--- src/rtl/pipeline_ctrl_if.sv ---
// Hazard-control bus between the pipeline datapath and pipeline_ctrl.
// The master side (datapath) presents ID/EX hazard info and the slave side
// (controller) returns stage enables, flushes and status.
interface pipeline_ctrl_if;
    logic [3:0]  id_rs1;
    logic [3:0]  id_rs2;
    logic [3:0]  id_rs3;
    logic [2:0]  id_src_use;
    logic [2:0]  id_src_vec;
    logic [3:0]  ex_rd;
    logic        ex_memtoreg;
    logic        ex_regswrite;
    logic        ex_regvwrite;
    logic        ex_vectorop;
    logic        branch_taken;
    logic        pc_en;
    logic        if_id_en;
    logic        id_ex_en;
    logic        ex_mem_en;
    logic        if_id_flush;
    logic        id_ex_flush;
    logic [1:0]  state;
    logic [15:0] stall_cycles;

    modport master (
        output id_rs1, id_rs2, id_rs3, id_src_use, id_src_vec, ex_rd,
               ex_memtoreg, ex_regswrite, ex_regvwrite, ex_vectorop, branch_taken,
        input  pc_en, if_id_en, id_ex_en, ex_mem_en, if_id_flush, id_ex_flush,
               state, stall_cycles
    );

    modport slave (
        input  id_rs1, id_rs2, id_rs3, id_src_use, id_src_vec, ex_rd,
               ex_memtoreg, ex_regswrite, ex_regvwrite, ex_vectorop, branch_taken,
        output pc_en, if_id_en, id_ex_en, ex_mem_en, if_id_flush, id_ex_flush,
               state, stall_cycles
    );
endinterface

--- src/rtl/pipeline_ctrl.sv ---
// Pipeline hazard controller: load-use stalls, multi-cycle vector freeze,
// branch flush, plus a saturating counter of cycles with the PC held.
// Enables/flushes are decoded combinationally from the registered state and
// the current ID/EX inputs so they act in the same cycle as the hazard.
module pipeline_ctrl #(
    parameter int VEC_CYCLES = 6
) (
    input logic           clk,
    input logic           rst,
    pipeline_ctrl_if.slave bus
);
    typedef enum logic [1:0] {
        RUN        = 2'b00,
        LOAD_STALL = 2'b01,
        VEC_BUSY   = 2'b10,
        FLUSH      = 2'b11
    } state_t;

    // A one-cycle vector op never needs to freeze anything.
    localparam bit         VEC_EN   = (VEC_CYCLES > 1);
    // The RUN cycle that accepts the op is itself frozen, so the busy
    // countdown starts two below the total occupancy.
    localparam logic [3:0] CNT_INIT = VEC_EN ? 4'(VEC_CYCLES - 2) : 4'd0;

    state_t      state_q;
    state_t      state_nxt;
    logic [3:0]  cnt;
    logic [3:0]  cnt_nxt;
    logic [15:0] stall_cnt;
    logic [2:0]  src_hit;
    logic        load_hit;
    logic        pc_en;
    logic        if_id_en;
    logic        id_ex_en;
    logic        ex_mem_en;
    logic        if_id_flush;
    logic        id_ex_flush;

    // Per-source match against the EX load destination in the selected file.
    always_comb begin
        src_hit[0] = bus.id_src_use[0] && (bus.ex_rd == bus.id_rs1) &&
                     (bus.id_src_vec[0] ? bus.ex_regvwrite : bus.ex_regswrite);
        src_hit[1] = bus.id_src_use[1] && (bus.ex_rd == bus.id_rs2) &&
                     (bus.id_src_vec[1] ? bus.ex_regvwrite : bus.ex_regswrite);
        src_hit[2] = bus.id_src_use[2] && (bus.ex_rd == bus.id_rs3) &&
                     (bus.id_src_vec[2] ? bus.ex_regvwrite : bus.ex_regswrite);
        load_hit   = bus.ex_memtoreg && (|src_hit);
    end

    // Next-state and same-cycle enable/flush decode.
    always_comb begin
        pc_en       = 1'b1;
        if_id_en    = 1'b1;
        id_ex_en    = 1'b1;
        ex_mem_en   = 1'b1;
        if_id_flush = 1'b0;
        id_ex_flush = 1'b0;
        state_nxt   = state_q;
        cnt_nxt     = cnt;
        if (rst) begin
            pc_en       = 1'b0;
            if_id_en    = 1'b0;
            id_ex_en    = 1'b0;
            ex_mem_en   = 1'b0;
            if_id_flush = 1'b1;
            id_ex_flush = 1'b1;
            state_nxt   = RUN;
            cnt_nxt     = 4'd0;
        end else begin
            case (state_q)
                RUN, LOAD_STALL: begin
                    state_nxt = RUN;
                    if (bus.branch_taken) begin
                        if_id_flush = 1'b1;
                        id_ex_flush = 1'b1;
                        state_nxt   = FLUSH;
                    end else if (bus.ex_vectorop && VEC_EN) begin
                        pc_en     = 1'b0;
                        if_id_en  = 1'b0;
                        id_ex_en  = 1'b0;
                        ex_mem_en = 1'b0;
                        cnt_nxt   = CNT_INIT;
                        state_nxt = VEC_BUSY;
                    end else if (load_hit && (state_q == RUN)) begin
                        // The stalled consumer is re-presented next cycle
                        // when the load data is forwardable; don't re-stall.
                        pc_en       = 1'b0;
                        if_id_en    = 1'b0;
                        id_ex_flush = 1'b1;
                        state_nxt   = LOAD_STALL;
                    end
                end
                VEC_BUSY: begin
                    if (cnt != 4'd0) begin
                        pc_en     = 1'b0;
                        if_id_en  = 1'b0;
                        id_ex_en  = 1'b0;
                        ex_mem_en = 1'b0;
                        cnt_nxt   = cnt - 4'd1;
                    end else if (load_hit) begin
                        pc_en       = 1'b0;
                        if_id_en    = 1'b0;
                        id_ex_flush = 1'b1;
                        state_nxt   = LOAD_STALL;
                    end else begin
                        state_nxt = RUN;
                    end
                end
                FLUSH: begin
                    if_id_flush = 1'b1;
                    state_nxt   = RUN;
                end
                default: state_nxt = RUN;
            endcase
        end
    end

    // State, vector countdown and saturating stall counter.
    always_ff @(posedge clk) begin
        if (rst) begin
            state_q   <= RUN;
            cnt       <= 4'd0;
            stall_cnt <= 16'd0;
        end else begin
            state_q <= state_nxt;
            cnt     <= cnt_nxt;
            if (!pc_en && (stall_cnt != 16'hFFFF))
                stall_cnt <= stall_cnt + 16'd1;
        end
    end

    assign bus.pc_en        = pc_en;
    assign bus.if_id_en     = if_id_en;
    assign bus.id_ex_en     = id_ex_en;
    assign bus.ex_mem_en    = ex_mem_en;
    assign bus.if_id_flush  = if_id_flush;
    assign bus.id_ex_flush  = id_ex_flush;
    assign bus.state        = rst ? RUN : state_q;
    assign bus.stall_cycles = stall_cnt;
endmodule

--- src/flat_wrapper.sv ---
// flat-port wrapper written by rule: the top's interface ports become plain ports
module pipeline_ctrl_flat 
#(
    parameter int VEC_CYCLES = 6
)
  (clk, rst, bus_id_rs1, bus_id_rs2, bus_id_rs3, bus_id_src_use, bus_id_src_vec, bus_ex_rd, bus_ex_memtoreg, bus_ex_regswrite, bus_ex_regvwrite, bus_ex_vectorop, bus_branch_taken, bus_pc_en, bus_if_id_en, bus_id_ex_en, bus_ex_mem_en, bus_if_id_flush, bus_id_ex_flush, bus_state, bus_stall_cycles);
  pipeline_ctrl_if bus_i ();
  input logic clk;
  input logic rst;
  input wire logic [$bits(bus_i.id_rs1)-1:0] bus_id_rs1;
  input wire logic [$bits(bus_i.id_rs2)-1:0] bus_id_rs2;
  input wire logic [$bits(bus_i.id_rs3)-1:0] bus_id_rs3;
  input wire logic [$bits(bus_i.id_src_use)-1:0] bus_id_src_use;
  input wire logic [$bits(bus_i.id_src_vec)-1:0] bus_id_src_vec;
  input wire logic [$bits(bus_i.ex_rd)-1:0] bus_ex_rd;
  input wire logic [$bits(bus_i.ex_memtoreg)-1:0] bus_ex_memtoreg;
  input wire logic [$bits(bus_i.ex_regswrite)-1:0] bus_ex_regswrite;
  input wire logic [$bits(bus_i.ex_regvwrite)-1:0] bus_ex_regvwrite;
  input wire logic [$bits(bus_i.ex_vectorop)-1:0] bus_ex_vectorop;
  input wire logic [$bits(bus_i.branch_taken)-1:0] bus_branch_taken;
  output wire logic [$bits(bus_i.pc_en)-1:0] bus_pc_en;
  output wire logic [$bits(bus_i.if_id_en)-1:0] bus_if_id_en;
  output wire logic [$bits(bus_i.id_ex_en)-1:0] bus_id_ex_en;
  output wire logic [$bits(bus_i.ex_mem_en)-1:0] bus_ex_mem_en;
  output wire logic [$bits(bus_i.if_id_flush)-1:0] bus_if_id_flush;
  output wire logic [$bits(bus_i.id_ex_flush)-1:0] bus_id_ex_flush;
  output wire logic [$bits(bus_i.state)-1:0] bus_state;
  output wire logic [$bits(bus_i.stall_cycles)-1:0] bus_stall_cycles;
  assign bus_i.id_rs1 = bus_id_rs1;
  assign bus_i.id_rs2 = bus_id_rs2;
  assign bus_i.id_rs3 = bus_id_rs3;
  assign bus_i.id_src_use = bus_id_src_use;
  assign bus_i.id_src_vec = bus_id_src_vec;
  assign bus_i.ex_rd = bus_ex_rd;
  assign bus_i.ex_memtoreg = bus_ex_memtoreg;
  assign bus_i.ex_regswrite = bus_ex_regswrite;
  assign bus_i.ex_regvwrite = bus_ex_regvwrite;
  assign bus_i.ex_vectorop = bus_ex_vectorop;
  assign bus_i.branch_taken = bus_branch_taken;
  assign bus_pc_en = bus_i.pc_en;
  assign bus_if_id_en = bus_i.if_id_en;
  assign bus_id_ex_en = bus_i.id_ex_en;
  assign bus_ex_mem_en = bus_i.ex_mem_en;
  assign bus_if_id_flush = bus_i.if_id_flush;
  assign bus_id_ex_flush = bus_i.id_ex_flush;
  assign bus_state = bus_i.state;
  assign bus_stall_cycles = bus_i.stall_cycles;
  pipeline_ctrl #(.VEC_CYCLES(VEC_CYCLES)) u_core (.clk(clk), .rst(rst), .bus(bus_i));
endmodule
--- config.mk ---
export PLATFORM = sky130hd
export DESIGN_NAME = pipeline_ctrl_flat
export DESIGN_NICKNAME = d
export VERILOG_FILES = /design/src/rtl/pipeline_ctrl_if.sv /design/src/rtl/pipeline_ctrl.sv /design/src/flat_wrapper.sv
export SDC_FILE = /design/constraint.sdc
export NUM_CORES = 1
export LEC_CHECK = 0
export CAP_MARGIN = 20
export CELL_PAD_IN_SITES_DETAIL_PLACEMENT = 0
export CELL_PAD_IN_SITES_GLOBAL_PLACEMENT = 2
export CORE_MARGIN = 1.5
export CORE_UTILIZATION = 26
export CTS_CLUSTER_DIAMETER = 120
export DETAILED_ROUTE_END_ITERATION = 8
export PLACE_DENSITY_LB_ADDON = 0.1
export SETUP_SLACK_MARGIN = 0.5
export SYNTH_ARGS = -nofsm -noshare
export SYNTH_HDL_FRONTEND = slang
export SYNTH_SLANG_ARGS = --single-unit
--- constraint.sdc ---
create_clock -name clk -period 2.8 [get_ports clk]
set_input_delay 0.7 -clock clk [delete_from_list [all_inputs] [get_ports clk]]
set_output_delay 0.7 -clock clk [all_outputs]
set_load 0.02 [all_outputs]
==> Word level (Yosys, flattened, before mapping) <==
Index checks and enable logic that the tools add are counted.
{ "op_classes": {"add_sub_neg": 2, "eq_ne": 11, "n_mux": 36, "n_reduce_logical": 16} }
{ "op_table": {"columns": ["cell", "n"], "rows": [
  ["1-bit two-way mux", 23],
  ["16-bit by 1-bit adder with 16-bit output, second input constant", 1],
  ["16-bit inequality test, second input constant", 1],
  ["4-bit == test", 3],
  ["4-bit two-way mux", 3],
  ["1-bit logical AND", 9],
  ["2-bit two-way mux", 4],
  ["1-bit one-hot mux with 2 select lines", 4],
  ["4-bit one-hot mux with 2 select lines", 1],
  ["2-bit inequality test, second input constant", 3],
  ["2-bit one-hot mux with 3 select lines", 1],
  ["2-bit == test, second input constant", 2],
  ["4-bit AND reduction", 1],
  ["4-bit nonzero test", 1],
  ["4-bit by 1-bit subtractor with 4-bit output, second input constant", 1],
  ["3-bit OR reduction", 1],
  ["2-bit by 1-bit == test with 1-bit output, second input constant", 1],
  ["2-bit logical NOT", 1],
  ["2-bit by 1-bit inequality test with 1-bit output, second input constant", 1],
  ["2-bit nonzero test", 1],
  ["2-bit OR reduction", 1],
  ["1-bit logical NOT", 1]
]} }
{ "totals": {"reg_bits": 22, "inputBits": 29, "output_inout_bits": 24, "elab_cells": 68} }

==> Logic depth before layout (Yosys ltp) <==
Gate-level depths: netlist of the first run.
{ "depth": {"depth_word": 13, "depth_mapped": 9, "depth_no_buf": 8} }

==> Worst setup path before layout of the first run <==
Ideal clock, no wire load.
{ "synth_timing": {"kind": "in2out", "start": "input port bus_id_src_vec[1]", "end": "output port bus_pc_en", "t_arrival_ns": 2.065, "required_time_ns": 2.100, "slack_ns": 0.035, "stages": 6, "path_buffers": 2, "cell_sequence": "mux2_1 > nand4_1 > o22ai_2 > o41ai_4 > buf_6 > buf_4"} }
{ "synth_via": {"elab_chain_len": 10, "word_cells_on_any_way": 12, "cone_classes": "mux: 8; reduce/logical: 4"} }
{ "synth_lines": {"columns": ["item", "line", "source"], "rows": [
  ["start: declaration", "flat_wrapper.sv:14", "input wire logic [$bits(bus_i.id_src_vec)-1:0] bus_id_src_vec;"],
  ["1-bit two-way mux (*)", "pipeline_ctrl.sv:44", "(bus.id_src_vec[1] ? bus.ex_regvwrite : bus.ex_regswrite);"],
  ["1-bit logical AND (*)", "pipeline_ctrl.sv:43", "src_hit[1] = bus.id_src_use[1] && (bus.ex_rd == bus.id_rs2) &&"],
  ["3-bit OR reduction (*)", "pipeline_ctrl.sv:47", "load_hit = bus.ex_memtoreg && (|src_hit);"],
  ["1-bit logical AND (*)", "pipeline_ctrl.sv:47", null],
  ["1-bit logical AND", "pipeline_ctrl.sv:84", "end else if (load_hit && (state_q == RUN)) begin"],
  ["1-bit two-way mux (3 in a row)", null, null],
  ["1-bit one-hot mux with 2 select lines (*)", null, null],
  ["1-bit two-way mux (*)", null, null],
  ["end: declaration", "flat_wrapper.sv:21", "output wire logic [$bits(bus_i.pc_en)-1:0] bus_pc_en;"]
]} }
Mark *: on every way between the ends. The rest lies on a longest branch, timed or not.

==> Worst setup path in the final report of the first run <==
{ "layout_timing": {"start": "input port bus_id_src_use[1]", "end": "output port bus_id_ex_flush"} }
{ "layout_via": {"elab_chain_len": 10, "word_cells_on_any_way": 12, "cone_classes": "mux: 7; reduce/logical: 5"} }
{ "layout_lines": {"columns": ["item", "line", "source"], "rows": [
  ["start: declaration", "flat_wrapper.sv:13", "input wire logic [$bits(bus_i.id_src_use)-1:0] bus_id_src_use;"],
  ["1-bit logical AND (*) (2 in a row)", "pipeline_ctrl.sv:43", null],
  ["3-bit OR reduction (*)", "pipeline_ctrl.sv:47", null],
  ["1-bit logical AND (*)", "pipeline_ctrl.sv:47", null],
  ["1-bit logical AND", "pipeline_ctrl.sv:84", null],
  ["1-bit two-way mux", "pipeline_ctrl.sv:84", null],
  ["1-bit two-way mux", "pipeline_ctrl.sv:77", "end else if (bus.ex_vectorop && VEC_EN) begin"],
  ["1-bit two-way mux", "pipeline_ctrl.sv:73", "if (bus.branch_taken) begin"],
  ["1-bit one-hot mux with 2 select lines (*)", "pipeline_ctrl.sv:70", "case (state_q)"],
  ["1-bit two-way mux (*)", "pipeline_ctrl.sv:60", "if (rst) begin"],
  ["end: declaration", "flat_wrapper.sv:26", "output wire logic [$bits(bus_i.id_ex_flush)-1:0] bus_id_ex_flush;"]
]} }
Marks and branches as above.

==> summary by stage, run 1 <==
CTS
After clock tree synthesis, the clock-pin slew on the worst setup and hold paths is 80 ps. The TritonCTS clock tree is done. The total number of clock tree sinks is 22.

The maximum count of clock buffers along a single path is 2. The worst-skew pair later-pin latency is 270 ps. The total number of H-tree levels is 1.

Counting the buffers created by CTS gives 3. The master cell of the clock root buffer is clkbuf_8.

Layout
The finished cells cover 2670 um^2. Across the whole layout, storage elements account for 443 um^2. The net count reported at finish is 300. The number of antenna diodes in the final layout is 0. For this run, the number of standard cells in the final layout without fillers is 339.

Summing all multi-input logic gate instances after layout gives 1200 um^2. The layout overhead on the synthesized area is 74.1%. The layout has 547 filler cells. Of the cells placed in the final design, the portion with a size suffix greater than 1 is 44.2%.

Route
The routed design has 4.39 mm of wire. The via count is 1599. The DRC violation count after routing is 0. The number of optimization iterations in the first detailed-route pass is 4. Summed over all nets, wire length on met3 after detailed routing comes to 169 um. The antenna violation net count after detailed routing is 0. Dividing the detail-routed wire length by the instance count gives 13.0 um. The ratio of routed vias to standard cells is 4.72. In the detailed route, the total length drawn on met2 is 2.33 mm.

The detailed router finished its first iteration with 40 violations. The uppermost metal layer occupied by signal nets is met4. The wire length the detailed router placed on met1 is 1.87 mm.

Floorplan
The number of rows created at floorplan is 27. The effective utilization at floorplan is 27.4%. The placeable core region is 5610 um^2. The die extent in x is 79.8 um. The die outline height is 79.8 um. The die covers 6370 um^2. During I/O placement, the number of pins put on the boundary was 53.

STA
The worst pin sits at a relative slew slack of 60.4%. For the final database, setup skew stands at 6.44 ps. The measured slew at the worst slew-check pin is 592 ps. The time the final worst path needs with I/O delays and setup is 2730 ps. The max-slew violation total from the final report is 0. Setup repair after global routing could not meet its margin everywhere. The final setup violation count is 0. After layout, the worst path uses 97.6% of the clock period. Hold timing on the final database bottoms out at a slack of 517 ps.

The maximum clock frequency is 0.366 GHz. The number of hold-slack violations in the final timing report is 0. Setup slack closes at 67.1 ps.

Outcome
The run finished with clean final reports.

Placed design
The post-place setup slack is -852 ps. The half-perimeter wire length after detailed placement is 3.34 mm. The number of placed instances, taps included, is 316.

The placed instances occupy a cell area of 2310 um^2. In this run the tool buffered the top-level ports with 52 buffer cells. The routability-driven placement congestion ratio is 0.782.

Critical path
The slowest stage of the critical path belongs to the cell clkdlybuf4s50_1. In this run the number of cells on the critical path is 7. The type of element launching the critical path is a primary input. The critical path buffer and inverter count is 2. The source of the critical timing path is bus_id_src_use[1].

STA classifies the critical path endpoint as an output pin. The count of cells along the worst register-to-register path is 10. On the worst path, the slowest cell contributes a delay of 430 ps. The peak fanout along the critical path is 3. The required time of the critical path is 2100 ps.

The cell family with the largest share of critical-path delay is buffers and inverters. The class of the most critical setup path is in -> out. The signal on the critical path passes through clkdlybuf4s50_1, nand2_1, o22ai_4, o21bai_2, a21oi_2, or3_4, buf_6. The data arrival time at the worst-slack endpoint is 2030 ps. In this run the critical register-to-register path is launched from u_core.cnt[0].

GRT
The total overflow reported by the global router is 0. The global-route usage over all layers is 14.7%. The global-route wire length before repair is 7.38 mm.

The initial antenna violation count is 0. The largest net degree at the start of global routing is 22. The number of global-route vias before repair is 1695.

Worst hold path
Along the worst hold path, the cell count comes to 2. The type of the tightest min-delay check is reg -> reg. The worst hold path startpoint is u_core.bus.stall_cycles[4].

Power and ir drop
Of the total power, the share spent switching nets is 29.1%. VDD sags by at most 0.000170 V. Per report_power, the clock group accounts for 28.8% of the total. Combinational logic burns 37.9% of the power. For this design the ratio of total power to cell area is 393 nW/um^2. The leakage dissipation is 1.04 nW.

The analysis attributes to net switching a power of 0.306 mW. In this run, flip-flops and latches consume 33.3% of the power. Internal power comes to 0.745 mW.

Logic synthesis
The number of synthesized register bits is 22. The count of synthesis-stage warnings from yosys is 0. Yosys mapped the design onto 47 distinct sky130hd cell types.

The async set-or-reset flop fraction in the synthesized netlist is 0%. The sequential element share of the synthesized area is 28.7%. The area share of the leading cell type in the synthesized netlist is 28.7%. Ranked by total cell area, the synthesized netlist is headed by dfxtp_1 (29%), xnor2_1 (5.7%), mux2_1 (5.1%). The synthesized netlist cell count is 172. The synthesized design spends more area on one cell type than any other, namely dfxtp_1. Counting every net in the synthesized netlist gives 204. The mean cell area of the mapped netlist is 8.93 um^2. Counting flops with a built-in enable in the synthesized netlist gives 0. The post-synthesis cell area is 1540 um^2.

The most used flip-flop cell after synthesis is dfxtp_1.

Run
Max-cap violations in this run came to 0.
layer usage:
metal	GRT usage, %	vias to the layer above
met5	0	-
met1	16.6	751
met3	3.09	2
met2	27.5	30
li1	-	816
met4	3.97	0
repair_timing:
item                                    4_1_cts  5_1_grt
resized for setup                           139       28
setup buffers                                16        3
pin swaps                                    36       21
hold buffers                                  0        0
endpoints found under the setup margin       24       23
cell usage in the layout (no fill, tap or decap), drive strengths merged, types with 6 or more instances in the layout:
cell type      Yosys  final
buf                4     65
dfxtp             22     22
clkdlybuf4s50      0     20
a21oi             15     15
nor2              11     11
nand2             10     10
xnor2             10     10
nor2b              9      9
o31ai              7      7
nand3              7      7
or4                7      7
mux2               7      7
clkbuf             2      7
nand2b             6      6
or3                6      6
cells by family after synthesis:
logic type | synth area share (%)
AO/OA/AOI/OAI | 17.2
adder cells (fa/ha/maj) | 2.45
flip-flops | 28.7
buffers and inverters | 3.67
multiplexers | 5.79
AND/OR/NAND/NOR | 33.7
XOR/XNOR | 8.56
worst paths after layout:
path | to | slack (ps)
max | bus_id_ex_flush | 70
min | u_core.bus.stall_cycles[4] | 520
max reg2reg | u_core.bus.stall_cycles[15] | 500
min reg2reg | u_core.bus.stall_cycles[4] | 520
registers in the layout, indices dropped and copies added, names as in the netlist:
name	count
u_core.bus.stall_cycles	16
u_core.state_q	2
u_core.cnt	4
synthesized netlist by cell type, types with 3 or more instances:
cell type,number
nand2b_1,6
o31ai_1,7
nand4_1,4
inv_1,5
or4_1,7
a21oi_1,15
or3_1,5
nand3_1,6
xnor2_1,10
dfxtp_1,22
mux2_1,7
o21ai_1,3
xor2_1,5
nor2b_1,9
nand2_1,10
nor2_1,10
ha_1,3
cell type report:
class                           count  share of cell area (%)
Sequential cell                    22                    16.6
Clock inverter                      1                    1.12
Clock buffer                        3                    1.54
Multi-Input combinational cell    139                    44.9
Tap cell                           72                    3.37
Inverter                            5                   0.702
Timing Repair Buffer               97                    31.8
worst register-to-register path, delay by kind of cell, from the launching register on:
| family | cells | cell delay, ps |
|---|---|---|
| and+or+nand+nor | 4 | 940 |
| AOI/OAI and AO/OA | 1 | 90 |
| DFF | 1 | 330 |
| adders and majority gates | 1 | 120 |
| buffers and inverters | 3 | 400 |
| muxes | 1 | 310 |
per-stage QoR:
stage / utilization (%) / setup TNS [ps] / power [mW]
3_5_place_dp: 41.2 / -5850 / 0.689
4_1_cts: 46.2 / 0 / 1.05
2_1_floorplan: - / 0 / 0.528
6_report: 47.7 / 0 / 1.05
5_1_grt: 47.7 / 0 / 1.11
3_3_place_gp: 41.2 / -4680 / 0.683
power by group through the flow:
| stage | clock network (mW) | registers (mW) | logic (mW) |
|---|---|---|---|
| 3_5_place_dp | 0 | 0.355 | 0.333 |
| 5_1_grt | 0.330 | 0.353 | 0.431 |
| 6_report | 0.302 | 0.350 | 0.398 |
| 3_3_place_gp | 0 | 0.355 | 0.329 |
| 4_1_cts | 0.313 | 0.350 | 0.383 |
| 2_1_floorplan | 0 | 0.360 | 0.168 |
No activity file was read; power rests on OpenSTA's default activity.
==> inputs of run 2 (changes only) <==
--- a/config.mk
+++ b/config.mk
@@ -10,10 +10,10 @@
 export CELL_PAD_IN_SITES_GLOBAL_PLACEMENT = 2
 export CORE_MARGIN = 1.5
 export CORE_UTILIZATION = 26
-export CTS_CLUSTER_DIAMETER = 120
 export DETAILED_ROUTE_END_ITERATION = 8
 export PLACE_DENSITY_LB_ADDON = 0.1
 export SETUP_SLACK_MARGIN = 0.5
+export SLEW_MARGIN = 20
 export SYNTH_ARGS = -nofsm -noshare
 export SYNTH_HDL_FRONTEND = slang
 export SYNTH_SLANG_ARGS = --single-unit
==> results of run 2 <==
The final DEF is identical to that of run 1; final timing and power are the same.
